## src/rtl/rvfi_trace_buffer.sv

```systemverilog
// RVFI retire trace FIFO: captures up to NRET retired-instruction packets per cycle, tags each
// with a 64-bit retire order number. Memory fields are included when RVFI_TRACE_MEM_EN is defined.
module rvfi_trace_buffer #(
   parameter int unsigned XLEN  = 32,
   parameter int unsigned DEPTH = 8,
   parameter int unsigned NRET  = 1,
`ifdef RVFI_TRACE_MEM_EN
   localparam int unsigned MEM_W = 3*XLEN + XLEN/4,
`else
   localparam int unsigned MEM_W = 0,
`endif
   localparam int unsigned PKT_W = 38 + 3*XLEN + MEM_W,
   localparam int unsigned AW    = $clog2(DEPTH),
   localparam int unsigned CW    = AW + 1
) (
   input  logic                    clk,
   input  logic                    rst_n,
   input  logic [NRET-1:0]         in_valid,
   input  logic [NRET*PKT_W-1:0]   in_pkt,
   input  logic                    halt,
   input  logic                    flush,
   output logic                    out_valid,
   input  logic                    out_ready,
   output logic [PKT_W-1:0]        out_pkt,
   output logic [63:0]             out_order,
   output logic [CW-1:0]           count,
   output logic                    overflow
);

   localparam int unsigned RDW_LSB  = 2*XLEN;
   localparam int unsigned RDA_LSB  = 3*XLEN;
   localparam int unsigned TRAP_BIT = 3*XLEN + 37;
`ifdef RVFI_TRACE_MEM_EN
   localparam int unsigned WMASK_LSB = 38 + 5*XLEN;
   localparam int unsigned RMASK_LSB = WMASK_LSB + XLEN/8;
`endif

   logic [AW-1:0]    wr_ptr_q, rd_ptr_q;
   logic [CW-1:0]    count_q;
   logic [63:0]      order_q;
   logic             overflow_q;
   logic [PKT_W-1:0] pkt_mem [DEPTH];
   logic [63:0]      ord_mem [DEPTH];

   logic [1:0]       n_valid;
   logic [NRET-1:0]  lane_we;
   logic [AW-1:0]    lane_slot  [NRET];
   logic [63:0]      lane_order [NRET];
   logic [PKT_W-1:0] lane_pkt   [NRET];
   logic [CW-1:0]    free;
   logic             capture, accept, drop, pop;

   always_comb begin
      n_valid = '0;
      for (int k = 0; k < NRET; k++) begin
         // Lanes pack densely: each valid lane takes the next slot and order number.
         lane_slot[k]  = wr_ptr_q + AW'(n_valid);
         lane_order[k] = order_q + 64'(n_valid);
         lane_pkt[k]   = in_pkt[k*PKT_W +: PKT_W];
         if (lane_pkt[k][RDA_LSB +: 5] == 5'd0 || lane_pkt[k][TRAP_BIT]) begin
            lane_pkt[k][RDW_LSB +: XLEN] = '0;
         end
`ifdef RVFI_TRACE_MEM_EN
         if (lane_pkt[k][TRAP_BIT]) begin
            lane_pkt[k][WMASK_LSB +: XLEN/8] = '0;
            lane_pkt[k][RMASK_LSB +: XLEN/8] = '0;
         end
`endif
         if (in_valid[k]) begin
            n_valid = n_valid + 2'd1;
         end
      end
      capture = !halt && !flush;
      // Room is judged on the start-of-cycle count; a same-cycle pop does not help.
      free    = CW'(DEPTH) - count_q;
      accept  = capture && (n_valid != 2'd0) && (CW'(n_valid) <= free);
      drop    = capture && (CW'(n_valid) > free);
      pop     = out_valid && out_ready && !flush;
      lane_we = in_valid & {NRET{accept}};
   end

   always_ff @(posedge clk or negedge rst_n) begin
      if (!rst_n) begin
         wr_ptr_q   <= '0;
         rd_ptr_q   <= '0;
         count_q    <= '0;
         order_q    <= '0;
         overflow_q <= 1'b0;
      end else if (flush) begin
         wr_ptr_q   <= '0;
         rd_ptr_q   <= '0;
         count_q    <= '0;
         overflow_q <= 1'b0;
      end else begin
         if (accept) begin
            wr_ptr_q <= wr_ptr_q + AW'(n_valid);
            order_q  <= order_q + 64'(n_valid);
         end
         if (pop) begin
            rd_ptr_q <= rd_ptr_q + AW'(1);
         end
         count_q <= count_q + (accept ? CW'(n_valid) : CW'(0)) - CW'(pop);
         if (drop) begin
            overflow_q <= 1'b1;
         end
      end
   end

   always_ff @(posedge clk) begin
      for (int k = 0; k < NRET; k++) begin
         if (lane_we[k]) begin
            pkt_mem[lane_slot[k]] <= lane_pkt[k];
            ord_mem[lane_slot[k]] <= lane_order[k];
         end
      end
   end

   assign count     = count_q;
   assign overflow  = overflow_q;
   assign out_valid = (count_q != '0);
   // Storage is not reset, so the head is masked while empty.
   assign out_pkt   = out_valid ? pkt_mem[rd_ptr_q] : '0;
   assign out_order = out_valid ? ord_mem[rd_ptr_q] : '0;

endmodule
```

## config.mk

```make
export PLATFORM = sky130hd
export DESIGN_NAME = rvfi_trace_buffer
export DESIGN_NICKNAME = d
export VERILOG_FILES = /design/src/rtl/rvfi_trace_buffer.sv
export SDC_FILE = /design/constraint.sdc
export NUM_CORES = 1
export LEC_CHECK = 0
export ABC_CLOCK_PERIOD_IN_PS = 67100
export BUFFER_PORTS_ARGS = -buffer_cell sky130_fd_sc_hd__buf_2
export CAP_MARGIN = 20
export CORE_UTILIZATION = 59
export DETAILED_ROUTE_END_ITERATION = 7
export GPL_ROUTABILITY_DRIVEN = 1
export PLACE_DENSITY = 0.88
export SYNTH_ARGS = -nofsm -noshare
export SYNTH_HDL_FRONTEND = slang
export SYNTH_SLANG_ARGS = --single-unit
```

## constraint.sdc

```tcl
create_clock -name clk -period 67.1 [get_ports clk]
set_input_delay 13.42 -clock clk [delete_from_list [all_inputs] [get_ports clk]]
set_output_delay 13.42 -clock clk [all_outputs]
set_load 0.02 [all_outputs]
```

## After elaboration in Yosys (flattened, before gate mapping)

Memory sizes are Yosys's and may differ from the RTL's.
Cells that the tools add are included.
W data, S select, Z words.

- Register bits after elaboration: 75
- Memory bits (writable): 1584
- Input bits: 140
- Output and inout port bits: 204
- Word-level logic and storage cells: 47
- Memories: 2

- $add $sub $neg: 6
- Magnitude comparators: 2
- Multiplexer cells: 14
- Bitwise logic cells: 2
- Reductions and logical operators: 16

Memory list:

| name | words | bits a word | rd ports | clocked after memory_dff | wr ports | RTL line | text |
|---|---|---|---|---|---|---|---|
| pkt_mem | 8 | 134 | 1 | 0 | 1 | 42 | `logic [PKT_W-1:0] pkt_mem [DEPTH];` |
| ord_mem | 8 | 64 | 1 | 0 | 1 | 43 | `logic [63:0] ord_mem [DEPTH];` |

Operators with widths:

| cell | number |
|---|---|
| $mux W134 | 1 |
| $add A64 B2 Y64 | 1 |
| $mux W64 | 1 |
| $mux W32 | 1 |
| $mux W3 | 4 |
| $reduce_bool A2 Y1 | 4 |
| $logic_and A1 B1 Y1 | 6 |
| $logic_not A5 Y1 | 1 |
| $mux W1 | 5 |
| $add A4 B2 Y4 | 1 |
| $gt A2 B4 Y1 | 1 |
| $le A2 B4 Y1 | 1 |
| $mux W4 | 1 |
| $reduce_bool A4 Y1 | 1 |
| $sub A4 B1 Y4 | 1 |
| $sub A4 B4 Y4 const A | 1 |
| $add A3 B1 Y3 const B | 1 |
| $add A3 B2 Y3 | 1 |
| $logic_not A1 Y1 | 2 |
| $mux W2 | 1 |
| $reduce_and A2 Y1 | 1 |
| $and A1 B1 Y1 | 1 |
| $logic_or A1 B1 Y1 | 1 |
| $not A1 Y1 | 1 |

## Logic depth before layout (Yosys ltp)

- Depth after elaboration: 8
- Depth in mapped cells: 17

## Least setup slack after synthesis

OpenSTA, ideal clock, no wires.

- Kind: input -> register
- Start: input in_valid
- End: memory ord_mem[2][0], enable pin
- Library setup time: 1.311 ns
- Arrival time: 34.583 ns
- Data required time: 65.789 ns
- Path slack: 31.206 ns
- Cell stages on the path: 9
- Path buffers: 3
- Path through: inv_1 -> ha_1 -> or4_1 -> buf_4 -> o21a_1 -> buf_2 -> inv_2 -> buf_4 -> nor4b_1

- Longest elaborated chain between the ends: 7

RTL lines:

| element | RTL line | text |
|---|---|---|
| start: declaration | 18 | `input logic [NRET-1:0] in_valid,` |
| branches (longest 4 deep; another with $le A2 B4 Y1) | -- |  |
| $and A1 B1 Y1 (*) | 79 | `lane_we = in_valid & {NRET{accept}};` |
| $mux W1 (*) | 111 | `if (lane_we[k]) begin` |
| $mux W1 (not written as such) (*) | 113 | `ord_mem[lane_slot[k]] <= lane_order[k];` |
| end: declaration | 43 |  |

Mark *: on every way between the ends.

## Final worst setup path

- Start: register rd_ptr_q[0]
- End: output out_pkt[51]

- Longest elaborated chain between the ends: 2

RTL lines:

| element | RTL line | text |
|---|---|---|
| start: declaration | 38 | `logic [AW-1:0] wr_ptr_q, rd_ptr_q;` |
| start signal: assignment | 100 | `rd_ptr_q <= rd_ptr_q + AW'(1);` |
| $mem_v2 Z8 W134 | -- |  |
| $mux W134 | 122 | `assign out_pkt = out_valid ? pkt_mem[rd_ptr_q] : '0;` |
| end: declaration | 24 | `output logic [PKT_W-1:0] out_pkt,` |

No other way between the ends.

==> metrics.csv <==
metric;value;unit
status;finished clean;
Setup crit start kind;flip-flop;
largest net degree at the start of global routing;160;
DR vias/cell;6.48;
vias in the first global route;33578;
Rows;120;
Hold/Removal Path Class;reg2reg;
core area;107000;um^2
Synth warnings;0;
Worst Skew;0.0370;ns
Residual DRC;0;
post-DP HPWL;71.7;mm
mux contribution to synthesized area;0.170;
Register Area;49500;um^2
synthesized-area fraction occupied by xor and xnor cells;0.00943;
unrepaired setup endpoints after global routing;no;
Sink Count;1659;
pre-CTS WS;48.43;ns
CP Class;reg2out;
DRT Wirelength;143;mm
Slew HR;0.151;
first-pass GRT wire length;213;mm
critical path required time;53.68;ns
post-route design area;72600;um^2
filler cell count;6310;
Tcrit/Tclk final;0.281;
maximum achievable frequency;0.0531;GHz
Die Width;331;um
Pint;0.00188;W
Final #Nets;3502;
post-synthesis area per instance;21.8;um^2
Post-Syn Area;64000;um^2
clock power share;0.335;
Slew @ Worst Pin;1.27;ns
initial antenna violation count;18;
hold buffers post-CTS;0;
Cells after Synth;2936;
Fin. Hold Viols;0;
adder-cell share of the synthesized area;0.00286;
Pwr per Cell Area;36.2;nW/um^2
Netlist cell types;47;
Die Area;110000;um^2
Port Buf Inserts;343;
layout cells sized above 1;0.298;
Switching Share;0.283;
dpl cell area;67300;um^2
TritonCTS Buffers;161;
drt wl/cell;29.2;um
LEAKAGE;23.3;nW
Synth Net Count;3090;
Logic pwr share;0.224;
area grow syn2layout;13.5;%
drt pass-1 iters;6;
Clock Root Buffer;clkbuf_16;
GRT Overall Usage;0.263;
Pwr Total;0.00263;W
H-tree levels;4;
1st-iter DRT viols;3323;
CTS tree;yes;
I/O pins;344;
Final setup viols;0;
post-synthesis sequential area ratio;0.773;
Max Buffers Root-to-Sink;3;
Seq pwr share;0.442;
WP data arrival;5.42;ns
Post-synth EDFFs;1584;
final setup margin;48.26;ns
Post-CTS Setup Repair Bufs;0;
Synth async-reset ratio;0.0452;
Initial Util;0.597;
Synth Area in Compound Gates;0.00188;
Die Y-Extent;331;um
GR Overflow Total;0;
via count;31689;
RePlAce Congestion;0.785;
Multi-input gate area;13900;um^2
Most used DFF post-synth;edfxtp_1;
CP Capture Type;primary output;
Yosys reg bits;1659;
post-route setup TNS;0;ns
largest family of logic cells by synthesized area;multiplexers;
number of max-cap violations;0;
fin crit period;18.84;ns
Post-DRT Antenna Nets;0;
CP max FO;48;
post-CTS resize count;0;
simple-gate share of the synthesized area;0.0317;
Final Max Slew Viols;0;
maximum vdd drop;0.0360;mV
Worst-Skew Late Latency;0.77;ns
fin util;0.677;
CTS clock-pin slew for the worst setup and hold paths;0.06;ns
NetSw;0.000743;W
-- worst paths after layout --
path,depth (start not counted),endpoint,slack (ns),from
max in group asynchronous,2,order_q[15],53.43,rst_n
max,9,out_pkt[51],48.26,rd_ptr_q[0]
min reg2reg,2,overflow,0.52,overflow
min,2,overflow,0.52,overflow
max reg2reg,9,pkt_mem[6][91],62.36,count[1]
min in group asynchronous,1,overflow,12.49,rst_n
-- layout make-up --
type                    instances  share of cell area
diodes                         13            0.000448
clock inverters                80              0.0105
flip-flops and latches       1659               0.681
inverters                      20             0.00103
well taps                    1403              0.0242
repair buffers                392              0.0314
multi-input cells            1114               0.191
clock buffers                 211              0.0603
-- sequential cells by signal, summed over array words and instances (netlist names) --
| register | cells |
|---|---|
| rd_ptr_q | 3 |
| ord_mem | 512 |
| wr_ptr_q | 3 |
| overflow | 1 |
| order_q | 64 |
| pkt_mem | 1072 |
| count | 4 |
-- critical path, cell delays in order (launching register included) --
cell and delay, ns:
dfrtp_4 0.73, buf_16 0.29, buf_4 0.76, buf_4 0.85, buf_4 0.39, buf_16 0.35, mux4_2 0.56, mux2i_1 0.17
nor2_1 0.12, buf_2 0.24
-- power by group through the flow --
| stage | clock [W] | combinational [W] | sequential (W) |
|---|---|---|---|
| 2_1_floorplan | 0 | 0.000408 | 0.00118 |
| 3_3_place_gp | 0 | 0.000561 | 0.00118 |
| 3_5_place_dp | 0 | 0.000574 | 0.00119 |
| 4_1_cts | 0.000891 | 0.000584 | 0.00116 |
| 5_1_grt | 0.000929 | 0.000623 | 0.00116 |
| 6_report | 0.000879 | 0.000588 | 0.00116 |
-- cell usage in the layout, fill, tap and decap left out, types with 9 or more instances in the layout --
| cell | synthesis | routed |
|---|---|---|
| clkbuf_16 | 0 | 166 |
| inv_1 | 19 | 19 |
| nand4_1 | 26 | 26 |
| nor2_1 | 230 | 229 |
| ha_1 | 13 | 13 |
| xor2_1 | 36 | 36 |
| buf_2 | 46 | 342 |
| dfrtp_1 | 75 | 72 |
| edfxtp_1 | 1584 | 1584 |
| clkbuf_1 | 76 | 39 |
| buf_12 | 0 | 9 |
| nor4_1 | 15 | 14 |
| mux4_2 | 396 | 396 |
| buf_4 | 4 | 37 |
| nand3_1 | 22 | 22 |
| and2_1 | 35 | 34 |
| clkinv_1 | 0 | 31 |
| mux2i_1 | 198 | 198 |
| diode_2 | 0 | 13 |
| nand2_1 | 35 | 35 |
| clkinv_2 | 0 | 20 |
| xnor2_1 | 31 | 31 |
| bufinv_16 | 0 | 11 |
| nor3_1 | 25 | 23 |
-- synthesized netlist by cell type, types with 5 or more instances --
cell type | n | area [um^2]
and2_1 | 35 | 219
and3_1 | 5 | 31.3
buf_1 | 17 | 63.8
buf_2 | 46 | 230
clkbuf_1 | 76 | 285
dfrtp_1 | 75 | 1880
edfxtp_1 | 1584 | 47600
ha_1 | 13 | 163
inv_1 | 19 | 71.3
mux2i_1 | 198 | 1980
mux4_2 | 396 | 8920
nand2_1 | 35 | 131
nand3_1 | 22 | 110
nand4_1 | 26 | 163
nor2_1 | 230 | 863
nor3_1 | 25 | 125
nor4_1 | 15 | 93.8
or3_1 | 5 | 31.3
xnor2_1 | 31 | 272
xor2_1 | 36 | 315
-- logic make-up (layout without fill, tap and decap cells) --
family          Yosys count  after routing
buf+inv                 163            703
mux                     594            594
flops                  1659           1659
compound gates           14             14
fa+ha+maj                14             14
xor+xnor                 68             68
simple gates            424            424
other cells               0             13
-- metrics by stage --
step / hold slack, ns / std cells
floorplan: 0.540 / 2936
global placement: 0.482 / 4582
detailed placement: 0.510 / 4583
CTS: 0.525 / 4874
global route: 0.546 / 4887
finish: 0.521 / 4892
-- layer usage --
| layer | global-route usage | part of all wire | routed length [um] | up-vias |
|---|---|---|---|---|
| li1 | - | - | - | 12907 |
| met1 | 0.342 | 0.37 | 53000 | 16694 |
| met2 | 0.440 | 0.51 | 73100 | 1778 |
| met3 | 0.0540 | 0.084 | 12000 | 294 |
| met4 | 0.102 | 0.031 | 4490 | 16 |
| met5 | 0 | 0.00070 | 100 | - |
Power figures use the tool's default switching activity.
